--- src/rtl/mips_core_pkg.sv ---
// Shared core definitions: active-list sizing defaults and the entry record layout.
package mips_core_pkg;

  localparam int AL_DEPTH  = 32;
  localparam int AL_PHYS_W = 6;
  localparam int AL_LOG_W  = 5;

  // One in-flight instruction: bookkeeping bits plus the mapping it displaced.
  typedef struct packed {
    logic                 valid;
    logic                 done;
    logic                 uses_rw;
    logic [AL_LOG_W-1:0]  logical;
    logic [AL_PHYS_W-1:0] physical;
  } active_list_entry_t;

endpackage

--- src/rtl/active_list.sv ---
// Active list: in-order circular buffer of renamed instructions. Entries are
// allocated at the tail, marked done out of order, and retired in order at the
// head, returning the displaced physical register to the free list.
module active_list
  import mips_core_pkg::*;
#(
  parameter int DEPTH  = AL_DEPTH,
  parameter int PHYS_W = AL_PHYS_W,
  parameter int LOG_W  = AL_LOG_W
) (
  input  logic                     clk,
  input  logic                     rst_n,
  input  logic                     alloc_valid,
  output logic                     alloc_ready,
  input  logic                     alloc_uses_rw,
  input  logic [LOG_W-1:0]         alloc_prev_logical,
  input  logic [PHYS_W-1:0]        alloc_prev_physical,
  output logic [$clog2(DEPTH)-1:0] alloc_tag,
  input  logic                     done_valid,
  input  logic [$clog2(DEPTH)-1:0] done_tag,
  output logic                     commit_valid,
  output logic [LOG_W-1:0]         commit_logical,
  output logic                     free_valid,
  output logic [PHYS_W-1:0]        free_physical,
  input  logic                     flush,
  output logic [$clog2(DEPTH):0]   count
);

  localparam int AW = $clog2(DEPTH);
  localparam logic [AW:0] PTR_ONE = {{AW{1'b0}}, 1'b1};

  // Pointers carry one extra wrap bit so full and empty are distinguishable.
  logic [AW:0]        head_q, head_d;
  logic [AW:0]        tail_q, tail_d;
  active_list_entry_t entries_q [DEPTH];
  active_list_entry_t entries_d [DEPTH];

  logic [AW-1:0]      head_idx_s;
  logic [AW-1:0]      tail_idx_s;
  logic               full_s;
  logic               alloc_fire_s;
  active_list_entry_t head_entry_s;

  assign head_idx_s   = head_q[AW-1:0];
  assign tail_idx_s   = tail_q[AW-1:0];
  assign full_s       = (head_q[AW] != tail_q[AW]) && (head_idx_s == tail_idx_s);
  assign head_entry_s = entries_q[head_idx_s];

  assign count        = tail_q - head_q;
  assign alloc_ready  = !full_s && !flush;
  assign alloc_fire_s = alloc_valid && alloc_ready;
  assign alloc_tag    = tail_idx_s;

  // Retirement and free-list return decisions for the current head entry.
  always_comb begin
    commit_valid   = 1'b0;
    free_valid     = 1'b0;
    commit_logical = '0;
    free_physical  = '0;
    if (head_entry_s.valid && head_entry_s.done && !flush) begin
      commit_valid   = 1'b1;
      commit_logical = head_entry_s.logical;
      if (head_entry_s.uses_rw) begin
        free_valid    = 1'b1;
        free_physical = head_entry_s.physical;
      end else begin
        free_valid    = 1'b0;
        free_physical = '0;
      end
    end else begin
      commit_valid   = 1'b0;
      commit_logical = '0;
    end
  end

  // Next-state for pointers and entries; flush overrides every other update.
  always_comb begin
    entries_d = entries_q;
    head_d    = head_q;
    tail_d    = tail_q;
    if (flush) begin
      for (int i = 0; i < DEPTH; i++) begin
        entries_d[i].valid = 1'b0;
        entries_d[i].done  = 1'b0;
      end
      head_d = '0;
      tail_d = '0;
    end else begin
      // A completion for an entry that is not in flight is stale and dropped.
      if (done_valid && entries_q[done_tag].valid) begin
        entries_d[done_tag].done = 1'b1;
      end else begin
        entries_d[done_tag].done = entries_q[done_tag].done;
      end
      // The tail slot is never valid when an allocation fires, so no done
      // update above can collide with this write.
      if (alloc_fire_s) begin
        entries_d[tail_idx_s].valid    = 1'b1;
        entries_d[tail_idx_s].done     = 1'b0;
        entries_d[tail_idx_s].uses_rw  = alloc_uses_rw;
        entries_d[tail_idx_s].logical  = alloc_prev_logical;
        entries_d[tail_idx_s].physical = alloc_prev_physical;
        tail_d = tail_q + PTR_ONE;
      end else begin
        tail_d = tail_q;
      end
      if (commit_valid) begin
        entries_d[head_idx_s].valid = 1'b0;
        entries_d[head_idx_s].done  = 1'b0;
        head_d = head_q + PTR_ONE;
      end else begin
        head_d = head_q;
      end
    end
  end

  // State registers with synchronous active-low reset.
  always_ff @(posedge clk) begin
    if (!rst_n) begin
      head_q <= '0;
      tail_q <= '0;
      for (int i = 0; i < DEPTH; i++) begin
        entries_q[i] <= '0;
      end
    end else begin
      head_q    <= head_d;
      tail_q    <= tail_d;
      entries_q <= entries_d;
    end
  end

endmodule

--- config.mk ---
export PLATFORM = sky130hd
export DESIGN_NAME = active_list
export DESIGN_NICKNAME = d
export VERILOG_FILES = /design/src/rtl/mips_core_pkg.sv /design/src/rtl/active_list.sv
export SDC_FILE = /design/constraint.sdc
export NUM_CORES = 1
export LEC_CHECK = 0
export CORE_AREA = 2 2 204 226
export CTS_CLUSTER_DIAMETER = 200
export DETAILED_ROUTE_END_ITERATION = 8
export DIE_AREA = 0 0 206 228
export HOLD_SLACK_MARGIN = 0.03
export PLACE_DENSITY = 0.71
export SLEW_MARGIN = 20
export SYNTH_ARGS = -nofsm -noshare
export SYNTH_HDL_FRONTEND = slang
export SYNTH_SLANG_ARGS = --single-unit
--- constraint.sdc ---
create_clock -name clk -period 4 [get_ports clk]
set_input_delay 0.4 -clock clk [delete_from_list [all_inputs] [get_ports clk]]
set_output_delay 0.4 -clock clk [all_outputs]
set_load 0.02 [all_outputs]
Yosys cells after proc, flatten, opt, wreduce, memory -nomap -nowiden
Index checks and enable logic that the tools add are counted.

Register bits after elaboration: 460. Logic and storage cells: 231.

Add/sub/neg operators: 3. Magnitude comparators: 6. Equal/unequal tests: 2. Multiplexer cells: 42. Bitwise logic cells: 4. Reduce and logical (&&, ||, !) cells: 12.

Operators with widths (number): $bwmux 448 (9); $mux 448 (5); $demux 14 s5 (8); $bmux 14 s5 (2); $mux 14 (6); $mux 13 (3); $ge 6x6->1 const B (3); $lt 6x1->1 const B (3); $mux 6 (3); $not 5->6 (3); $add 6x1->6 const B (2); $mux 12 (1); $mux 11 (1); $logic_and 1x1->1 (9); $sub 6x6->6 (1); $eq 5x5->1 (1); $mux 5 (1); $mux 1 (3); $logic_not 1->1 (2); $reduce_or 2->1 (1); $ne 1x1->1 (1); $not 1->1 (1).

Longest topological paths before layout
Depth after elaboration: 18. Gate-level depth with buffers: 13.

Worst setup path after synthesis
No wires, ideal clock.

Kind: reg2reg. Start: register head_q[3]. End: register (tool-made name). Setup time: 122 ps. Arrival: 3013 ps. Setup slack: 865 ps. Stages on the path, launching flop included: 14. Path buffers: 5. Path through: dfxtp_1 -> buf_2 -> buf_2 -> clkinv_1 -> ha_1 -> and4_1 -> a311oi_1 -> clkbuf_1 -> and2_1 -> clkbuf_1 -> nand2_1 -> clkbuf_1 -> nand2_1 -> a21boi_0.

RTL lines: start: declaration (line active_list.sv:33) `logic [AW:0] head_q, head_d;`; start signal: assignment (line active_list.sv:120) `head_q <= '0;`; start signal: assignment (line active_list.sv:126) `head_q <= head_d;`.

Final worst setup path
Start: register head_q[1]. End: output commit_logical[2].

Longest elaborated chain between the ends: 7.

Ends and longest elaborated chain: $not 5->6 (not written as such) (*) (line active_list.sv:47) `assign head_entry_s = entries_q[head_idx_s];`; $bmux 14 s5 (*) (line active_list.sv:47); $mux 14 (not written as such) (*) (2 in a row) (line active_list.sv:47); $logic_and 1x1->1 (2 in a row) (line active_list.sv:60) `if (head_entry_s.valid && head_entry_s.done && !flush) begin`; $mux 5 (*) (line active_list.sv:60); end: declaration (line active_list.sv:22) `output logic [LOG_W-1:0] commit_logical,`.

Mark *: on every way between the ends. The rest lies on a longest branch, timed or not. The select of a mux whose other input is x is not followed.

==> results_dict.tcl <==
set metrics [dict create \
    status "complete, no violations" \
    die_w_um 206 \
    synth.net_count 2592 \
    ys_async_sr_fraction_pct 0 \
    r2r_slack_ns 0.46 \
    vias 19500 \
    post_drt_wl_per_cell_um 24.0 \
    design.core.area_um2 44900 \
    initial_utilization_pct 49.2 \
    cap_violations 0 \
    grt_pass1_wl_mm 115 \
    rsz0062_at_grt "no" \
    max-slew-margin-rel_pct 23.5 \
    postLayoutCoreUtil_pct 55.9 \
    drt-initial-drc-count 2108 \
    h-tree-depth 2 \
    critPathLaunchType "flip-flop" \
    die-area_um2 47000 \
    layout_common_cells "850 x nand2_1, 456 x dfxtp_1, 384 x a21boi_0" \
    worstSetupPathType "flip-flop to primary output" \
    clock_path_buffers 3 \
    antenna_left 0 \
    setup_viol 0 \
    layout-area-overhead-vs-synth_pct 13.6 \
    synth_edf_count 0 \
    numCtsBuffers 46 \
    r2r-start "head_q[2]$_SDFFE_PP0P_" \
    grtUsageTotal_pct 32.1 \
    clkSlewWorstSetupHoldPaths_ns 0.07 \
    grt-ovfl-total 0 \
    ff2ff_path_depth 10 \
    hold_viol 0 \
    end_kind "primary output" \
    holdPathStages 2 \
    crit_fanout 12 \
    ys_seq_area_share_pct 41.7 \
    grt_max_degree 295 \
    syn_area_um2 22100 \
    crit_arrival_ns 3.54 \
    layout_commonest_cell "nand2_1" \
    synth_area_per_cell_um2 8.65 \
    period_needed_ns 3.94 \
    max-vdd-ir-drop_mv 0.347 \
    p_leak_nw 8.07 \
    antenna_found_initial 0 \
    cts_hold_buf 0 \
    dr.pass1.iters 5 \
    ys.flop_type "dfxtp_1" \
    dp_hpwl_mm 51.5 \
    drc 0 \
    fin_nets 2585 \
    wl_mm 76.1 \
    yosysWarnings 0 \
    cts_tree "done" \
    skew_ns 0.0254 \
    fin_crit_sh_pct 98.5 \
    worstMarginPinSlew_ns 1.15 \
    grt_pass1_vias 19100 \
    ys_seq_elements 460 \
    worst-endpoint-required_ns 3.60 \
    fin_tns_setup_ns 0 \
    power-per-cell-area_nw_per_um2 377 \
    max_freq_ghz 0.254 \
    power_mw 9.48 \
    synth_cells 2556 \
    clkLatencyLatePin_ns 0.57 \
    clockRootBuffer "clkbuf_16" \
    vias_per_cell 6.16 \
    chipHeight_um 228 \
    slew_violations 0 \
    synth_cell_types 62 \
    diodes 0 \
    drive_above_1_share_pct 13.7 \
    clock-sinks 460 \
    hp-start "rst_n" \
    numPortBuffers 46 \
    hold_class "primary input to flip-flop" \
    gp_congestion 0.987 \
    ios 47 \
    row_count 82 \
]
## stage by stage
stage | cells | area, um^2 | hold WS (ns) | setup WS (ns)
after CTS | 3165 | 25000 | 0.405 | 0.0103
after floorplan | 2556 | 22100 | 0.440 | 0.865
final | 3172 | 25100 | 0.399 | 0.0594
after global placement | 3080 | 23300 | 0.447 | 0.0834
after global routing | 3172 | 25100 | 0.438 | 0.00745
after detailed placement | 3080 | 23300 | 0.456 | 0.156
## how the worst max path moves through the flow
stage                           start                end  cells past startpoint
6_report       head_q[1]$_SDFFE_PP0P_  commit_logical[2]                      8
5_1_grt        head_q[1]$_SDFFE_PP0P_  commit_logical[1]                      9
4_1_cts        head_q[1]$_SDFFE_PP0P_  commit_logical[2]                      9
3_5_place_dp   head_q[2]$_SDFFE_PP0P_   free_physical[5]                      8
3_3_place_gp   head_q[2]$_SDFFE_PP0P_   free_physical[5]                      8
2_1_floorplan  head_q[3]$_SDFFE_PP0P_          flip-flop                     13
## cells in the mapped netlist (all sizes together) (5+ instances only)
cell | number | area share, %
o21ai | 39 | 0.88
buf | 51 | 1.4
nand2b | 7 | 0.20
inv | 14 | 0.24
and2 | 5 | 0.14
a31oi | 8 | 0.23
nand3 | 9 | 0.20
a22o | 9 | 0.36
clkbuf | 178 | 3.0
nand3b | 6 | 0.20
a211oi | 32 | 1.1
dfxtp | 460 | 42
or4 | 7 | 0.24
or2 | 6 | 0.17
a21oi | 11 | 0.25
ha | 13 | 0.74
or3b | 6 | 0.24
nand2 | 850 | 14
nor4 | 15 | 0.45
mux4 | 104 | 11
nor3b | 5 | 0.17
xnor2 | 6 | 0.24
o211ai | 29 | 0.98
a21boi | 384 | 13
nor3 | 37 | 1.1
mux2i | 51 | 2.3
a221oi | 9 | 0.44
a22oi | 12 | 0.41
o22ai | 35 | 0.99
nor2 | 118 | 2.0
## layer usage
metal	routed length [um]	GRT usage, %	up-vias
met2	35100	50.6	989
met1	30000	41.7	9540
met4	4810	19.0	0
met5	0	0	-
met3	6210	4.79	242
li1	-	-	8767
## critical path: stages, from the launching register on
cell	delay (ns)
dfxtp_4	0.50
buf_12	0.21
mux4_2	0.56
a22o_1	0.29
nor4_4	0.34
or2_4	0.28
nor3_1	0.08
buf_4	0.17
clkdlybuf4s50_1	0.53
## area by class of cell
cell class | count | area (um^2)
Clock inverter | 18 | 203
Tap cell | 588 | 736
Clock buffer | 65 | 1360
Inverter | 15 | 60.1
Timing Repair Buffer | 174 | 1630
Fill cell | 3996 | 19800
Multi-Input combinational cell | 1852 | 11900
Sequential cell | 460 | 9220
## timing repair
item | CTS | global route
setup buffers | 1 | 5
cloned | 1 | 1
setup endpoints to repair | 13 | 6
gates resized for setup | 16 | 6
pin swaps | 0 | 2
## logic make-up (layout without fill, tap and decap cells)
logic type | Yosys count | in the layout | share of synthesized area [%]
adders and majority gates | 14 | 14 | 0.826
muxes | 159 | 159 | 13.1
buffers and inverters | 244 | 272 | 4.64
AOI/OAI and AO/OA | 587 | 587 | 19.5
DFF | 460 | 460 | 41.7
xor gates and xnor gates | 9 | 9 | 0.357
and+or+nand+nor | 1083 | 1083 | 19.9
## report_power, final
part / total (mW) / internal [mW] / leakage, nW / switching [mW]
clock network: 4.49 / 2.62 / 0.771 / 1.87
logic: 0.392 / 0.137 / 3.60 / 0.254
registers: 4.60 / 4.59 / 3.71 / 0.00837
Note: power is estimated with default switching activity, not from simulation.
==> RTL edit 1: new RTL, config.mk and constraints unchanged <==
Set the package constant `AL_LOG_W` to 4 (it was 5).
--- a/src/rtl/mips_core_pkg.sv
+++ b/src/rtl/mips_core_pkg.sv
@@ -3,7 +3,7 @@
 
   localparam int AL_DEPTH  = 32;
   localparam int AL_PHYS_W = 6;
-  localparam int AL_LOG_W  = 5;
+  localparam int AL_LOG_W  = 4;
 
   // One in-flight instruction: bookkeeping bits plus the mapping it displaced.
   typedef struct packed {
Ports: changed (resized alloc_prev_logical and commit_logical); port bits go from 47 to 45. No check against the original RTL was run, so the function may have changed too.
==> RTL edit 1 against the original RTL <==
- register-to-register slack improved by 0.03 ns
- combinational power is 7.9% lower
- hold slack got worse by 0.25 ns
- setup slack got worse by 0.0060 ns
- clock power is essentially flat
- power decreased by 3.7%
- sequential cell count is 32 lower
- area after synthesis decreased by 5.7%
- core utilization is 3.8 points lower
- via count is 6.1% lower
- wire length shrank 6.0%
- design area fell by 6.8%
- largest cell class unchanged
==> RTL edit 1: results (changes against the original RTL) <==
critical_path:
  rrSetupSlack_ns: 0.49  # was 0.46 ns
  timing.rr.start: "tail_q[2]"  # was head_q[2]
  cp_max_fo: 13  # was 12
  worstPathArrival_ns: 3.55  # was 3.54 ns
  reg2reg_depth: 8  # was 10
  crit_end: "free_physical[5]"  # was commit_logical[2]
  critPathLaunch: "head_q[0]"  # was head_q[1]
final_layout:
  final_nets: 2442  # was 2585
  stdcell_count: 3027  # was 3172
  fin_util_pct: 52.1  # was 55.9%
  nFillCells: 4084  # was 3996
  drive_gt1_share_pct: 11.9  # was 13.7%
synthesis:
  muxShareOfSynthArea_pct: 12.9  # was 13.1%
  synth_compound_area_share_pct: 19.7  # was 19.5%
  yosys-top-cells-area: "dfxtp_1 41%, nand2_1 14%, a21boi_0 13%"  # was dfxtp_1 42%, nand2_1 14%, a21boi_0 13%
  synth_fa_ha_area_share_pct: 0.877  # was 0.826%
  syn_nets: 2477  # was 2592
  yosysSeqAreaShare_pct: 41.1  # was 41.7%
  synth_xor_area_share_pct: 0.378  # was 0.357%
  synth_area_per_cell_um2: 8.53  # was 8.65 um2
  synth_common_cells: "801 x nand2_1, 428 x dfxtp_1, 352 x a21boi_0"  # was 850 x nand2_1, 460 x dfxtp_1, 384 x a21boi_0
timing:
  whs_ns: 0.150  # was 0.399 ns
  relSlewSlack_pct: 30.9  # was 23.5%
  min_period_ns: 3.95  # was 3.94 ns
  finClkSkew_ns: 0.0237  # was 0.0254 ns
route:
  firstDrtPassIters: 6  # was 5
  wl_met3_um: 6180  # was 6210 um
  drt-initial-drc-count: 1892  # was 2108
  wl_um: 71600  # was 76100 um
  dr_wl_met2_um: 32800  # was 35100 um
  via_count: 18300  # was 19500
  dr.max_layer_used: "met4"  # unchanged
  wl_met1_um: 28000  # was 30000 um
global_route:
  grt_use_met3_pct: 4.60  # was 4.79%
  met1_usage_pct: 39.6  # was 41.7%
  grt_max_degree: 346  # was 295
  grtUsageTotal_pct: 30.4  # was 32.1%
  grt_use_met2_pct: 47.8  # was 50.6%
  grt_first_pass_wirelength_um: 109000  # was 115000 um
clocking:
  post-cts-setup-buffer-count: 2  # was 1
  ctsRootBufferMaster: "clkbuf_16"  # unchanged
  ctsResizeCount: 4  # was 16
  cts_made_buffers: 44  # was 46
placement:
  place_area_mm2: 0.0217  # was 0.0233 mm2
  dp.final_hpwl_um: 48600  # was 51500 um
  dpl_worst_slack_ns: 0.281  # was 0.156 ns
  numPortBuffers: 44  # was 46
  gp_congestion: 1.04  # was 0.987
  dp_cells: 2941  # was 3080
power:
  peakVddDrop_v: 0.000248  # was 0.000347 V
  power.leakage_nw: 7.50  # was 8.07 nW
  p_int_mw: 7.10  # was 7.35 mW
  seq-power_mw: 4.28  # was 4.60 mW
  powerComb_mw: 0.361  # was 0.392 mW
  swShare_pct: 22.3  # was 22.5%
run_status:
  status: "complete, no violations"  # unchanged
worst_hold_path:
  min-delay-start: "rst_n"  # unchanged
-- RTL edit 1: changes by cell type after synthesis, sizes merged, moves of 7 or more --
cell    before  now
a21boi     384  352
a21oi       11   29
dfxtp      460  428
mux4       104   90
clkbuf     178  144
mux2i       51   63
buf         51   78
nand2      850  801
nor4        15    8
-- RTL edit 1: worst max-delay path, cell delays in order, from the launching register on --
cell and delay (ns):
dfxtp_4 0.43, buf_8 0.20, or3_1 0.42, o221ai_1 0.24
o31ai_2 0.14, o2111ai_2 0.18, nand4_1 0.20, buf_4 0.23
nor2_1 0.27, clkdlybuf4s50_1 0.66
-- RTL edit 1: layout make-up --
cell class / instances / area share, %
multi-input combinational: 1777 / 47.9
tap: 588 / 3.14
timing repair buffer: 141 / 5.41
clock inverter: 23 / 1.54
clock buffer: 55 / 5.10
inverter: 15 / 0.240
sequential: 428 / 36.6
==> RTL edit 2: new RTL, config.mk and constraints unchanged <==
Without the edit above. Register the output `count`, with the module's reset; this adds one clock of latency there. The other outputs are not delayed to match.
--- a/src/rtl/active_list.sv
+++ b/src/rtl/active_list.sv
@@ -46,7 +46,13 @@
   assign full_s       = (head_q[AW] != tail_q[AW]) && (head_idx_s == tail_idx_s);
   assign head_entry_s = entries_q[head_idx_s];
 
-  assign count        = tail_q - head_q;
+  always_ff @(posedge clk) begin
+    if (!rst_n) begin
+      count <= '0;
+    end else begin
+      count <= tail_q - head_q;
+    end
+  end
   assign alloc_ready  = !full_s && !flush;
   assign alloc_fire_s = alloc_valid && alloc_ready;
   assign alloc_tag    = tail_idx_s;
Check against the original RTL: not settled (the Yosys comparison gave no result); the edit may change what the design does.
==> RTL edit 2 against the original RTL <==
- sequential power grew 1%
- sequential share of layout area grew 1.4 points
- cell count shrank 1.6%
- setup slack gained 0.022 ns
- power shrank 0.74%
- design area shrank 2.3%
- via count grew 4.7%
- sequential cell count grew 6
- wire length grew 1.3%
- area after synthesis shrank 0.82%
- critical endpoint is now commit_logical[4]
==> RTL edit 2: results (changes against the original RTL) <==
synthesis:
  yosysSeqAreaShare_pct: 42.5  # was 41.7%
  yosys-top-cells-area: "dfxtp_1 43%, mux4_2 11%, a21oi_1 9.2%"  # was dfxtp_1 42%, nand2_1 14%, a21boi_0 13%
  syn_nets: 2608  # was 2592
  synth_common_cells: "466 x dfxtp_1, 463 x nand2_1, 405 x a21oi_1"  # was 850 x nand2_1, 460 x dfxtp_1, 384 x a21boi_0
  ys_types: 66  # was 62
  synthArstFlopShare_pct: 0  # unchanged
  yosysWarnings: 0  # unchanged
route:
  wl_um: 77100  # was 76100 um
  drt-initial-drc-count: 2565  # was 2108
  firstDrtPassIters: 8  # was 5
  via_count: 20500  # was 19500
global_route:
  grtUsageTotal_pct: 32.6  # was 32.1%
  grt_first_pass_wirelength_um: 118000  # was 115000 um
  grt_max_degree: 182  # was 295
  grt_antenna_before_repair: 0  # unchanged
  grt_pass1_vias: 19200  # was 19100
clocking:
  clk_pin_slew_ns: 0.06
  ctsRootBufferMaster: "clkbuf_16"  # unchanged
  htreeDepth: 2  # unchanged
  cts_made_buffers: 49  # was 46
  clk_latency_ns: 0.61  # was 0.57 ns
  ctsLongestPathBuffers: 3  # unchanged
final_layout:
  drive_gt1_share_pct: 13.4  # was 13.7%
  final_nets: 2535  # was 2585
placement:
  dp.final_hpwl_um: 49200  # was 51500 um
  gp_congestion: 0.968  # was 0.987
  place_area_mm2: 0.0229  # was 0.0233 mm2
  numPortBuffers: 46  # unchanged
critical_path:
  cp_max_fo: 11  # was 12
  worstPathArrival_ns: 3.52  # was 3.54 ns
timing:
  finClkSkew_ns: 0.0215  # was 0.0254 ns
  worstMarginPinSlew_ns: 1.02  # was 1.15 ns
power:
  peakVddDrop_v: 0.000355  # was 0.000347 V
  power.leakage_nw: 7.68  # was 8.07 nW
run_status:
  status: "complete, no violations"  # unchanged
worst_hold_path:
  min_path_type: "reg -> reg"  # was in -> reg
==> RTL edit 2: changes by cell type after synthesis, sizes merged, moves of 15 or more <==
cell | before | now
a221oi | 9 | 24
nor2 | 118 | 39
buf | 51 | 105
o211ai | 29 | 9
a22oi | 12 | 27
a21oi | 11 | 405
nand2 | 850 | 463
o21ai | 39 | 23
a21boi | 384 | 1
nand3 | 9 | 382
inv | 14 | 42
==> RTL edit 2: kinds of logic (layout without fill, tap and decap cells) <==
group | Yosys count | after routing | synth area share, %
AND/OR/NAND/NOR | 1005 | 1005 | 21.0
adder cells (fa/ha/maj) | 14 | 14 | 0.833
other | 0 | 1 | 0
multiplexers | 153 | 153 | 12.9
buffers and inverters | 328 | 287 | 6.29
flip-flops | 466 | 466 | 42.5
XOR/XNOR | 8 | 8 | 0.320
AO/OA/AOI/OAI | 598 | 598 | 16.0
==> RTL edit 2: layer usage <==
layer	global-route usage (%)	share of wire [%]
met1	43.0	37
met2	50.2	46
met3	6.24	11
met4	18.0	6.2
met5	0	0
==> RTL edit 2: worst max-delay path, stage by stage, from the launching register on <==
cell and delay, ns:
dfxtp_4 0.41, clkbuf_4 0.21, bufbuf_16 0.31, mux4_2 0.35
o22ai_1 0.08, or4_1 0.49, nor3_1 0.37, clkdlybuf4s50_1 0.69
==> RTL edit 2: report_power, final <==
group | total (mW) | switching [mW] | internal [mW]
logic | 0.406 | 0.307 | 0.0989
registers | 4.66 | 0.00759 | 4.65
clock network | 4.35 | 1.88 | 2.47
==> RTL edit 2: final timing paths <==
kind | from | end | slack [ns] | cells past startpoint
setup / recovery | head_q[0] | commit_logical[4] | 0.08 | 7
setup reg to reg | head_q[0] | entries_q[335] | 0.48 | 8
hold reg to reg | flop | flop | 0.45 | 2
hold / removal | flop | flop | 0.45 | 2
==> RTL edit 2: final cells by class <==
class	count	area, um2
Fill cell	4006	20400
Multi-Input combinational cell	1778	11300
Sequential cell	466	9340
Timing Repair Buffer	161	1490
Clock buffer	76	1450
Tap cell	588	736
Inverter	43	169
Clock inverter	7	41.3
Antenna cell	1	2.50
==> RTL edit 2: per-stage QoR <==
step | instances | worst slack, ns
floorplan | 2572 | 0.407
global placement | 3029 | 0.396
detailed placement | 3029 | 0.391
CTS | 3114 | 0.0420
global route | 3119 | -0.00656
finish | 3120 | 0.0818
==> RTL edit 2: repair_timing <==
| item | CTS | global route |
|---|---|---|
| resized for setup | 6 | 10 |
| pin swaps | 0 | 2 |
| cloned | 1 | 0 |
| setup buffers | 1 | 5 |
| setup endpoints to repair | 11 | 12 |
